**config.mk**
```make
export PLATFORM = sky130hd
export DESIGN_NAME = ctrl_seq
export DESIGN_NICKNAME = d
export VERILOG_FILES = /design/src/rtl/ctrl_seq.sv
export SDC_FILE = /design/constraint.sdc
export NUM_CORES = 1
export LEC_CHECK = 0
export ABC_AREA = 1
export ABC_CLOCK_PERIOD_IN_PS = 1180
export BUFFER_PORTS_ARGS = -buffer_cell sky130_fd_sc_hd__buf_4
export CELL_PAD_IN_SITES_DETAIL_PLACEMENT = 1
export CELL_PAD_IN_SITES_GLOBAL_PLACEMENT = 1
export CORE_ASPECT_RATIO = 1.2
export CORE_MARGIN = 2
export CORE_UTILIZATION = 29
export DETAILED_ROUTE_END_ITERATION = 12
export PLACE_DENSITY = 0.74
export RECOVER_POWER = 50
export SLEW_MARGIN = 25
export SYNTH_ARGS = -nofsm -noshare
export SYNTH_HDL_FRONTEND = slang
export SYNTH_SLANG_ARGS = --single-unit
```
**constraint.sdc**
```tcl
create_clock -name clk -period 1.18 [get_ports clk]
set_input_delay 0.236 -clock clk [delete_from_list [all_inputs] [get_ports clk]]
set_output_delay 0.236 -clock clk [all_outputs]
set_load 0.005 [all_outputs]
```
**src/rtl/ctrl_seq.sv**
```systemverilog
// ctrl_seq: multi-cycle control sequencer for the 4-bit accumulator computer.
// Owns the program counter and steps FETCH -> DECODE -> EXEC for each instruction,
// decoding the IR opcode into register load enables and datapath mux/ALU controls.
//
// Ports:
//   clk      in   system clock, all state changes on posedge
//   clr      in   asynchronous active-low reset (state=IDLE, pc=0)
//   start    in   begins execution from pc=0 when in IDLE or HALT
//   ir       in   IR register output; opcode ir[7:4], operand ir[3:0]
//   a_zero   in   accumulator == 0 flag from datapath
//   pc       out  instruction memory address (registered)
//   ld_ir    out  IR load enable (FETCH only)
//   ld_a     out  accumulator load enable
//   ld_out   out  OUT register load enable
//   a_sel    out  accumulator input mux: 0 = immediate, 1 = ALU result
//   alu_sub  out  ALU op: 0 = A+imm, 1 = A-imm
//   imm      out  ir[3:0]
//   halted   out  high in HALT
//   busy     out  high in FETCH, DECODE, EXEC
module ctrl_seq #(
    parameter int PCW = 4,
    parameter int OPW = 4
) (
    input  logic           clk,
    input  logic           clr,
    input  logic           start,
    input  logic [7:0]     ir,
    input  logic           a_zero,
    output logic [PCW-1:0] pc,
    output logic           ld_ir,
    output logic           ld_a,
    output logic           ld_out,
    output logic           a_sel,
    output logic           alu_sub,
    output logic [3:0]     imm,
    output logic           halted,
    output logic           busy
);

    typedef enum logic [2:0] {
        StIdle,
        StFetch,
        StDecode,
        StExec,
        StHalt
    } state_t;

    localparam logic [OPW-1:0] OpLdi = OPW'(1);
    localparam logic [OPW-1:0] OpAdd = OPW'(2);
    localparam logic [OPW-1:0] OpSub = OPW'(3);
    localparam logic [OPW-1:0] OpOut = OPW'(4);
    localparam logic [OPW-1:0] OpJmp = OPW'(5);
    localparam logic [OPW-1:0] OpJz  = OPW'(6);
    localparam logic [OPW-1:0] OpHlt = OPW'(15);

    state_t         state_q, state_d;
    logic [PCW-1:0] pc_q, pc_d;
    logic [OPW-1:0] opcode;
    logic [PCW-1:0] target;

    assign opcode = ir[7 -: OPW];
    assign target = PCW'(ir[3:0]);
    assign imm    = ir[3:0];
    assign pc     = pc_q;

    always_ff @(posedge clk or negedge clr) begin
        if (!clr) begin
            state_q <= StIdle;
            pc_q    <= '0;
        end else begin
            state_q <= state_d;
            pc_q    <= pc_d;
        end
    end

    // Enables decode purely from state, so the asynchronous return to IDLE
    // drops every enable the moment clr falls.
    always_comb begin
        state_d = state_q;
        pc_d    = pc_q;
        ld_ir   = 1'b0;
        ld_a    = 1'b0;
        ld_out  = 1'b0;
        a_sel   = 1'b0;
        alu_sub = 1'b0;
        halted  = 1'b0;
        busy    = 1'b0;
        unique case (state_q)
            StIdle: begin
                if (start) begin
                    state_d = StFetch;
                    pc_d    = '0;
                end
            end
            StFetch: begin
                busy    = 1'b1;
                ld_ir   = 1'b1;
                pc_d    = pc_q + PCW'(1);
                state_d = StDecode;
            end
            StDecode: begin
                busy    = 1'b1;
                state_d = (opcode == OpHlt) ? StHalt : StExec;
            end
            StExec: begin
                busy    = 1'b1;
                state_d = StFetch;
                case (opcode)
                    OpLdi: ld_a = 1'b1;
                    OpAdd: begin
                        ld_a  = 1'b1;
                        a_sel = 1'b1;
                    end
                    OpSub: begin
                        ld_a    = 1'b1;
                        a_sel   = 1'b1;
                        alu_sub = 1'b1;
                    end
                    OpOut: ld_out = 1'b1;
                    OpJmp: pc_d = target;
                    OpJz: begin
                        if (a_zero) pc_d = target;
                    end
                    default: ;  // NOP and unused opcodes
                endcase
            end
            StHalt: begin
                halted = 1'b1;
                if (start) begin
                    state_d = StFetch;
                    pc_d    = '0;
                end
            end
            default: state_d = StIdle;
        endcase
    end

endmodule

```
# == Yosys cells after proc, flatten, opt, wreduce, memory -nomap -nowiden ==
# Cells that the tools add are included.
# Widths: inputs -> output; s select.
# op_classes
n_reduce_logical,7
order_cmp,0
n_div,0
n_mul,0
eq_ne,14
add_sub_neg,1
bitwise_logic,0
mux,18
n_shift,0
# op_table
cell,n
$eq 4x3->1 const B,3
$pmux 3 s4,1
$pmux 4 s3,1
$mux 1,11
$eq 4x2->1 const B,2
$mux 4,2
$pmux 4 s2,1
$eq 3x2->1 const B,2
$mux 3,2
$reduce_or 3->1,2
$add 4x1->4 const B,1
$eq 4x1->1 const B,1
$eq 4x4->1 const B,1
$reduce_and 4->1,1
$reduce_or 2->1,2
$eq 3x1->1 const B,1
$eq 3x3->1 const B,1
$logic_not 3->1,1
$ne 3x2->1 const B,1
$ne 3x3->1 const B,1
$reduce_bool 3->1,1
$ne 2x1->1 const B,1
# totals
elab_cells,42
latch_bits,0
ff_bits,7
inputBits,12
output_inout_bits,15
memories,0
mem_bits_rw,0
mem_bits_ro,0

# == Depth between registers and ports, before layout ==
# Gate-level depths: netlist of run 1.
# depth
depth_word,4
ltp_mapped,8
ltp_nobuf,8

# == Least setup slack after synthesis of run 1 ==
# Ideal clock, no wire load.
# synth_timing
path_kind,register to output
start,register state_q[2]
end,output a_sel
arrival_time_ns,0.827
path_slack_ns,0.117
path_stages_with_launch,6
t_required_ns,0.944
cell_sequence,dfrtp_1 -> inv_2 -> nand3_4 -> inv_4 -> nand2_1 -> nor2_1
# synth_via
elab_chain_len,2
# synth_lines
element,line_no,source
start: declaration,56,"state_t state_q, state_d;"
start signal: assignment,68,state_q <= StIdle;
start signal: assignment,71,state_q <= state_d;
$eq 3x2->1,88,unique case (state_q)
$mux 1,88,
end: declaration,33,"output logic a_sel,"
# No other way between the ends.

# == Worst setup path in the final report of run 1 ==
# layout_timing
start,register state_q[2]
end,output ld_ir
# layout_via
elab_chain_len,2
# layout_lines
element,line_no,source
$eq 3x1->1,88,
$mux 1,88,
end: declaration,30,"output logic ld_ir,"
# No other way between the ends.

==> impl_metrics.py, run 1 <==
metrics = {
    "run_status": {
        "status": "finished with violations",
        "violations": "setup timing",
    },
    "yosys": {
        "ys.flop_type": "dfrtp_1",
        "async_flop_share_pct": 100,
        "synth_top_cell_by_area": "dfrtp_1",
        "synth_edf_count": 0,
        "yosysWarnings": 0,
        "yosysUniqueCellTypes": 21,
        "synth_fp_nets": 101,
        "synth_common_cells": "nand2_1 (28), nor2_1 (16), inv_1 (10), dfrtp_1 (7), nand3_1 (6)",
        "ys_seq_area_share_pct": 31.0,
        "synth_top_cells_by_area": "dfrtp_1 (31%), nand2_1 (19%), nor2_1 (11%)",
        "syn_area_um2": 566,
        "post-synth-top-count-cell": "nand2_1",
        "netlist_instances": 88,
        "ys_seq_elements": 7,
        "synth_top_area_share_pct": 31.0,
        "avgSynthCellArea_um2": 6.43,
    },
    "setup_path": {
        "critPathCaptureType": "primary output",
        "critical-path-max-stage-delay_ns": 0.38,
        "timing.critical_path.mode_cell": "buf_4",
        "worst_ep_required_time_ns": 0.94,
        "cp_data_arrival_time_ns": 1.16,
        "cp_top_family": "flip-flops",
        "crit_type": "reg -> out",
        "cp_num_buf_inv": 3,
        "crit_slowest_cell": "dfrtp_1",
        "crit_fanout": 3,
        "cp_cell_sequence": "inv_2, buf_4, nand2_4, nor2_4, buf_4",
        "r2r_cells": 9,
        "cp-start-kind": "register",
        "path_depth": 5,
    },
    "cells_and_area": {
        "design_area_um2": 1060,
        "stdcell_count": 155,
        "nets": 150,
        "diodes": 0,
        "nFillCells": 249,
        "drive_gt1_share_pct": 56.6,
        "area_growth_pct": 87.8,
    },
    "grt": {
        "grt_max_degree": 8,
        "grt_pass1_vias": 732,
        "overflow": 0,
        "antenna_found_initial": 0,
        "grt_pass1_wl_um": 3290,
        "grt_usage_pct": 20.5,
    },
    "floorplanning": {
        "start_util_pct": 30.9,
        "die_y_um": 52.4,
        "core_area_um2": 1830,
        "dieArea_um2": 2320,
        "die_w_um": 44.3,
        "rows": 17,
        "ios": 27,
    },
    "route": {
        "dr.pass1.iters": 3,
        "drc_errors": 0,
        "post_drt_wl_per_cell_um": 14.4,
        "via_count": 750,
        "viasPerCell": 4.84,
        "dr.first_iter.drc_count": 4,
        "ant_nets": 0,
        "wl_um": 2230,
    },
    "clock_network": {
        "cts_buffers": 3,
        "htree_levels": 1,
        "cts_tree": "built",
        "root_buffer": "clkbuf_4",
        "clkLatencyLatePin_ns": 0.26,
        "clk_pin_slew_ns": 0.06,
        "clockBufferDepth": 2,
        "clkSinkCount": 7,
    },
    "power_and_ir_drop": {
        "finalPower_mw": 2.55,
        "leakage_nw": 0.582,
        "peakVddDrop_uv": 1140,
        "power.density_nw_per_um2": 2400,
    },
    "timing": {
        "layout_min_cycle_time_ns": 1.39,
        "relSlewSlack_pct": 71.2,
        "post-route-period-util_pct": 118,
        "setup_slack_ns": -0.212,
        "rsz0062_at_grt": "true",
        "setup_tns_ns": -2.15,
        "tightest_slew_ns": 0.432,
        "fmax_ghz": 0.719,
        "finalHoldViolCount": 0,
        "fin_worst_skew_ns": 0.00287,
        "finalSetupViolCount": 12,
        "slew_viol_final": 0,
    },
    "run": {
        "cap_viol_max_count": 0,
    },
    "placed_design": {
        "hpwl_um": 1380,
        "port_buffers": 26,
        "dp_cells": 137,
        "placed_area_um2": 815,
        "gp_congestion": 0.786,
        "preCtsSetupSlack_ns": -0.0300,
    },
    "worst_hold_path": {
        "min_path_type": "in -> reg",
        "hold_depth": 3,
    },
}
==> power breakdown <==
part	leakage, nW	internal (mW)	switching (mW)
clock	0.0150	0.130	0.105
combinational	0.480	0.950	0.888
sequential	0.0872	0.344	0.128
total	0.582	1.42	1.12
==> metal layers <==
layer	vias up	GRT usage, %	routed length [µm]
met4	0	14.1	39
met1	364	22.3	879
met3	4	2.41	48
met5	-	0	0
li1	364	-	-
met2	18	36.0	1260
==> path summary, 6_finish.rpt <==
check | start | to | slack (ns)
hold / removal | ir[7] | state_q[2] | 0.29
setup / recovery | state_q[2] | ld_ir | -0.21
setup reg to reg | state_q[1] | pc[0] | -0.18
min in group asynchronous | clr | pc[3] | 0.42
hold reg to reg | pc[3] | pc[3] | 0.54
max in group asynchronous | clr | state_q[0] | 0.44
==> sequential cells by signal, indices dropped and copies added (netlist names) <==
register	flops
pc	4
state_q	3
==> timing repair <==
action | in CTS | in global routing
hold buffers | 1 | 0
pin swaps | 6 | 5
buffers inserted | 9 | 6
resized for setup | 15 | 23
endpoints found under the hold margin | 7 | 0
endpoints found under the setup margin | 7 | 16
==> worst reg2reg max path, stage by stage, from the launching register on <==
cell and delay [ns]:
dfrtp_2 0.45, nand3_4 0.12, inv_4 0.05, buf_4 0.12
buf_6 0.13, buf_6 0.13, nand2_4 0.08, nand2_4 0.06
nand2_1 0.06, nand2_1 0.05
==> kinds of logic (layout without fill, tap and decap cells) <==
logic type | Yosys count | count (layout) | synth area share [%]
simple gates | 59 | 59 | 47.8
buf+inv | 17 | 65 | 14.4
flops | 7 | 7 | 31.0
compound gates | 4 | 4 | 4.65
fa+ha+maj | 1 | 1 | 2.21
==> layout by cell type, fill, tap and decap left out <==
cell type      count
buf_4             37
nand2_1           22
nor2_1             9
buf_6              8
inv_1              7
nand3_1            6
inv_2              5
dfrtp_1            5
nor2_4             4
nor2_2             4
nand2_4            4
nand2_2            4
clkbuf_4           4
nand3b_1           2
clkbuf_1           2
dfrtp_2            2
nand3_4            1
inv_4              1
nor4_2             1
a21oi_4            1
a31oi_1            1
or2_1              1
a21oi_2            1
o22ai_1            1
nand4_1            1
ha_1               1
dlygate4sd3_1      1
==> through the flow <==
step                      utilization [%]  hold slack (ns)
after global placement               44.5           0.0574
after detailed placement             44.5           0.0587
final                                58.1            0.288
after global routing                 58.1            0.287
after floorplan                         -          -0.0596
after CTS                            52.9            0.269
==> layout make-up <==
type / count / area [µm²] / share of cell area, %
Clock buffer: 4 / 26.3 / 2.47
Inverter: 13 / 51.3 / 4.83
Multi-Input combinational cell: 64 / 394 / 37.1
Sequential cell: 7 / 178 / 16.7
Tap cell: 19 / 23.8 / 2.24
Timing Repair Buffer: 48 / 389 / 36.6
No activity file was read; power rests on OpenSTA's default activity.
==> run 2: changes to the inputs <==
--- a/config.mk
+++ b/config.mk
@@ -6,15 +6,14 @@
 export NUM_CORES = 1
 export LEC_CHECK = 0
 export ABC_AREA = 1
-export ABC_CLOCK_PERIOD_IN_PS = 1180
+export ABC_CLOCK_PERIOD_IN_PS = 1700
 export BUFFER_PORTS_ARGS = -buffer_cell sky130_fd_sc_hd__buf_4
 export CELL_PAD_IN_SITES_DETAIL_PLACEMENT = 1
 export CELL_PAD_IN_SITES_GLOBAL_PLACEMENT = 1
 export CORE_ASPECT_RATIO = 1.2
-export CORE_MARGIN = 2
-export CORE_UTILIZATION = 29
+export CORE_UTILIZATION = 31
 export DETAILED_ROUTE_END_ITERATION = 12
-export PLACE_DENSITY = 0.74
+export PLACE_DENSITY = 0.79
 export RECOVER_POWER = 50
 export SLEW_MARGIN = 25
 export SYNTH_ARGS = -nofsm -noshare
==> constraint.sdc (replaced) <==
create_clock -name clk -period 1.7 [get_ports clk]
set_input_delay 0.34 -clock clk [delete_from_list [all_inputs] [get_ports clk]]
set_output_delay 0.34 -clock clk [all_outputs]
set_load 0.005 [all_outputs]
==> impl_metrics.py, run 2 (same netlist as run 1, synthesis figures left out) <==
metrics = {
    "run_status": {
        "status": "completed",
    },
    "route": {
        "via_count": 642,
        "dr.pass1.iters": 4,
        "ant_nets": 0,
        "dr.first_iter.drc_count": 9,
        "drc_errors": 0,
        "wl_um": 1570,
        "post_drt_wl_per_cell_um": 11.5,
        "viasPerCell": 4.72,
    },
    "timing": {
        "relSlewSlack_pct": 74.1,
        "finalHoldViolCount": 0,
        "slew_viol_final": 0,
        "rsz0062_at_grt": "false",
        "post-route-period-util_pct": 94.2,
        "tightest_slew_ns": 0.389,
        "fmax_ghz": 0.624,
        "fin_worst_skew_ns": 0.0118,
        "setup_tns_ns": 0,
        "finalSetupViolCount": 0,
        "layout_min_cycle_time_ns": 1.60,
    },
    "floorplanning": {
        "dieArea_um2": 2000,
        "core_area_um2": 1660,
        "die_w_um": 41.0,
        "rows": 16,
        "ios": 27,
        "start_util_pct": 34.0,
        "die_y_um": 48.8,
    },
    "run": {
        "cap_viol_max_count": 0,
    },
    "setup_path": {
        "reg2reg_slack_ns": 0.49,
        "critPathCaptureType": "primary output",
        "cp_top_family": "flip-flops",
        "cp_cell_sequence": "nand3_4, inv_4, nand2_1, nor2_1, buf_4",
        "crit_type": "reg -> out",
        "critical-path-max-stage-delay_ns": 0.47,
        "crit_slowest_cell": "dfrtp_1",
        "cp_data_arrival_time_ns": 1.26,
        "worst_ep_required_time_ns": 1.36,
        "cp_num_buf_inv": 2,
        "cp-start-kind": "register",
        "startpoint": "state_q[0]",
        "crit_fanout": 5,
        "r2r_cells": 6,
        "rr_startpoint": "state_q[0]",
        "rr_endpoint": "pc[3]",
    },
    "clock_network": {
        "cts_buffers": 3,
        "clkLatencyLatePin_ns": 0.26,
        "clockBufferDepth": 2,
        "cts_tree": "built",
        "clk_pin_slew_ns": 0.06,
        "root_buffer": "clkbuf_4",
        "clkSinkCount": 7,
        "htree_levels": 1,
    },
    "placed_design": {
        "gp_congestion": 0.746,
        "hpwl_um": 1270,
        "port_buffers": 26,
    },
    "grt": {
        "grt_max_degree": 9,
        "use_met1_pct": 20.2,
        "grt_busiest_layer": "met2",
        "overflow": 0,
        "grt_pass1_vias": 625,
        "grt_pass1_wl_um": 2400,
        "grt_use_met2_pct": 27.6,
        "grt_usage_pct": 17.5,
        "grt_use_met3_pct": 1.37,
        "antenna_found_initial": 0,
    },
    "cells_and_area": {
        "final_cell_mix": "nand2_1 (28), buf_4 (24), nor2_1 (16)",
        "drive_gt1_share_pct": 33.9,
        "layout_commonest_cell": "nand2_1",
        "area_growth_pct": 44.0,
        "nets": 132,
        "final_util_pct": 49.0,
        "diodes": 0,
        "largest_reg_flops": 4,
    },
    "power_and_ir_drop": {
        "leakage_nw": 0.468,
        "peakVddDrop_uv": 453,
        "power.density_nw_per_um2": 1470,
    },
    "worst_hold_path": {
        "min_from": "ir[7]",
        "hold_depth": 3,
        "min_path_type": "in -> reg",
        "hold_end": "state_q[2]",
    },
}
## run 2: how the worst max path moves through the flow
stage,end,slack [ns],depth (start not counted)
CTS,halted,0.04,4
detailed placement,halted,0.32,4
global route,a_sel,0.0009,5
global placement,halted,0.33,4
finish,a_sel,0.1,5
floorplan,a_sel,0.53,5
## run 2: power breakdown
part	internal (mW)	switching, mW	leakage (nW)
clock	0.0898	0.0654	0.0150
combinational	0.320	0.382	0.365
sequential	0.236	0.105	0.0883
total	0.647	0.552	0.468
## run 2: layout make-up
class,instances,area [µm²]
fill,232,847
multi-input combinational,64,314
timing repair buffer,30,224
sequential,7,176
inverter,13,51.3
clock buffer,4,26.3
tap,18,22.5
## run 2: tightest hold or removal path, stage by stage
cell	delay, ns
buf_4	0.12
nand3_1	0.07
o22ai_1	0.07
## run 2: timing repair
| item | CTS | global route |
|---|---|---|
| gates resized for setup | 0 | 2 |
| setup endpoints to repair | 0 | 4 |
| buffers inserted | 0 | 3 |
| hold buffers | 1 | 0 |
| endpoints found under the hold margin | 7 | 0 |
## run 2: metrics by stage
stage	hold slack (ns)	std cells	power [mW]	instance area (µm²)	setup slack [ns]
floorplan	0.0444	88	0.770	566	0.533
global placement	0.159	128	0.999	753	0.329
detailed placement	0.158	128	1.01	753	0.323
CTS	0.394	133	1.17	790	0.0376
global route	0.414	136	1.34	815	0.000913
finish	0.394	136	1.20	815	0.0985
## run 2: routing by layer
metal	up-vias	wire (µm)
met3	5	55
met4	0	53
met5	-	0
met2	21	794
met1	285	666
li1	331	-
==> run 3: changes to the inputs <==
--- a/config.mk
+++ b/config.mk
@@ -11,9 +11,10 @@
 export CELL_PAD_IN_SITES_DETAIL_PLACEMENT = 1
 export CELL_PAD_IN_SITES_GLOBAL_PLACEMENT = 1
 export CORE_ASPECT_RATIO = 1.2
-export CORE_UTILIZATION = 31
+export CORE_UTILIZATION = 33
+export CTS_BUF_LIST = sky130_fd_sc_hd__clkbuf_8
 export DETAILED_ROUTE_END_ITERATION = 12
-export PLACE_DENSITY = 0.79
+export PLACE_DENSITY = 0.83
 export RECOVER_POWER = 50
 export SLEW_MARGIN = 25
 export SYNTH_ARGS = -nofsm -noshare
==> impl_metrics.py, run 3 (same netlist as run 1, synthesis figures left out) <==
metrics = {
    "route": {
        "post_drt_wl_per_cell_um": 12.3,
        "wl_um": 1660,
        "viasPerCell": 4.92,
        "via_count": 664,
        "drc_errors": 0,
        "dr.first_iter.drc_count": 7,
        "dr.pass1.iters": 4,
        "ant_nets": 0,
    },
    "grt": {
        "grt_pass1_wl_um": 2470,
        "grt_pass1_vias": 626,
        "overflow": 0,
        "antenna_found_initial": 0,
        "grt_usage_pct": 20.3,
        "grt_max_degree": 9,
    },
    "timing": {
        "slew_viol_final": 0,
        "post-route-period-util_pct": 96.4,
        "relSlewSlack_pct": 74.0,
        "fmax_ghz": 0.610,
        "layout_min_cycle_time_ns": 1.64,
        "fin_worst_skew_ns": 0.00499,
        "setup_slack_ns": 0.0613,
        "finalSetupViolCount": 0,
        "tightest_slew_ns": 0.390,
        "setup_tns_ns": 0,
        "finalHoldViolCount": 0,
    },
    "cells_and_area": {
        "drive_gt1_share_pct": 32.5,
        "nets": 131,
        "largest_reg_flops": 4,
        "final_cell_mix": "nand2_1 (28), buf_4 (23), nor2_1 (16)",
        "area_growth_pct": 44.9,
        "layout_commonest_cell": "nand2_1",
        "diodes": 0,
    },
    "power_and_ir_drop": {
        "leakage_nw": 0.475,
        "intPower_uw": 693,
        "switching_share_pct": 45.4,
        "p_sw_uw": 575,
        "p_clk_share_pct": 18.2,
        "combPwrFrac_pct": 55.4,
        "p_seq_share_pct": 26.4,
        "power.density_nw_per_um2": 1550,
        "peakVddDrop_uv": 508,
    },
    "clock_network": {
        "clockBufferDepth": 2,
        "cts_resized": 0,
        "cts_tree": "built",
        "htree_levels": 1,
        "clk_pin_slew_ns": 0.04,
        "root_buffer": "clkbuf_8",
        "cts_buffers": 3,
        "clkLatencyLatePin_ns": 0.23,
        "clkSinkCount": 7,
    },
    "placed_design": {
        "hpwl_um": 1340,
        "port_buffers": 26,
        "preCtsSetupSlack_ns": 0.320,
        "gp_congestion": 0.761,
    },
    "worst_hold_path": {
        "min_path_type": "in -> reg",
    },
    "floorplanning": {
        "ios": 27,
        "dieArea_um2": 1880,
        "start_util_pct": 34.9,
        "die_y_um": 47.4,
        "core_area_um2": 1620,
        "rows": 16,
        "die_w_um": 39.8,
    },
    "run_status": {
        "status": "completed",
    },
    "setup_path": {
        "cp_data_arrival_time_ns": 1.30,
        "critPathCaptureType": "primary output",
        "crit_fanout": 5,
        "crit_type": "reg -> out",
        "worst_ep_required_time_ns": 1.36,
        "cp-start-kind": "register",
    },
    "run": {
        "cap_viol_max_count": 0,
    },
}
==> run 3: path summary, 6_finish.rpt <==
| kind | startpoint | end | slack (ns) | cells after the start |
|---|---|---|---|---|
| worst max-delay path | state_q[0] | halted | 0.06 | 4 |
| worst min-delay path | ir[6] | state_q[2] | 0.43 | 3 |
| worst max register to register | state_q[0] | pc[1] | 0.44 | 6 |
| worst min register to register | pc[3] | pc[3] | 0.56 | 2 |
| max in group asynchronous | clr | pc[1] | 0.88 | 2 |
| min in group asynchronous | clr | state_q[1] | 0.54 | 2 |
==> run 3: routing by layer <==
layer	up-vias	track usage, %	share of wire (%)
met5	-	0	0
met2	23	35.1	55
met1	311	21.5	39
li1	326	-	-
met3	4	1.42	3.3
met4	0	18.6	3.3
==> run 3: layout make-up <==
type	instances	area, µm²
Sequential cell	7	175
Tap cell	18	22.5
Timing Repair Buffer	29	216
Clock inverter	1	3.75
Inverter	13	51.3
Fill cell	220	802
Multi-Input combinational cell	64	309
Clock buffer	3	41.3
==> run 3: timing repair <==
action,in CTS,in global routing
hold endpoints to repair,7,0
setup endpoints to repair,0,2
setup buffers,0,2
hold buffers,1,0
==> run 3: power by group through the flow <==
stage	Clock (mW)	Combinational [mW]	Sequential, mW
after global placement	0	0.668	0.331
final	0.230	0.702	0.335
after CTS	0.235	0.706	0.332
after floorplan	0	0.455	0.315
after global routing	0.244	0.793	0.344
after detailed placement	0	0.693	0.334
==> run 3: critical path: stages (launching register included) <==
cell	delay, ns
dfrtp_1	0.44
nor2_2	0.26
inv_1	0.13
nor2_1	0.11
buf_4	0.11
==> run 3: stage by stage <==
stage	hold slack [ns]	total power, mW	instances	util [%]	area [µm²]
finish	0.432	1.27	135	50.5	820
floorplan	0.0444	0.770	88	-	566
detailed placement	0.157	1.03	128	46.5	753
global route	0.441	1.38	135	50.5	820
global placement	0.155	0.999	128	46.5	753
CTS	0.431	1.27	133	49.8	808
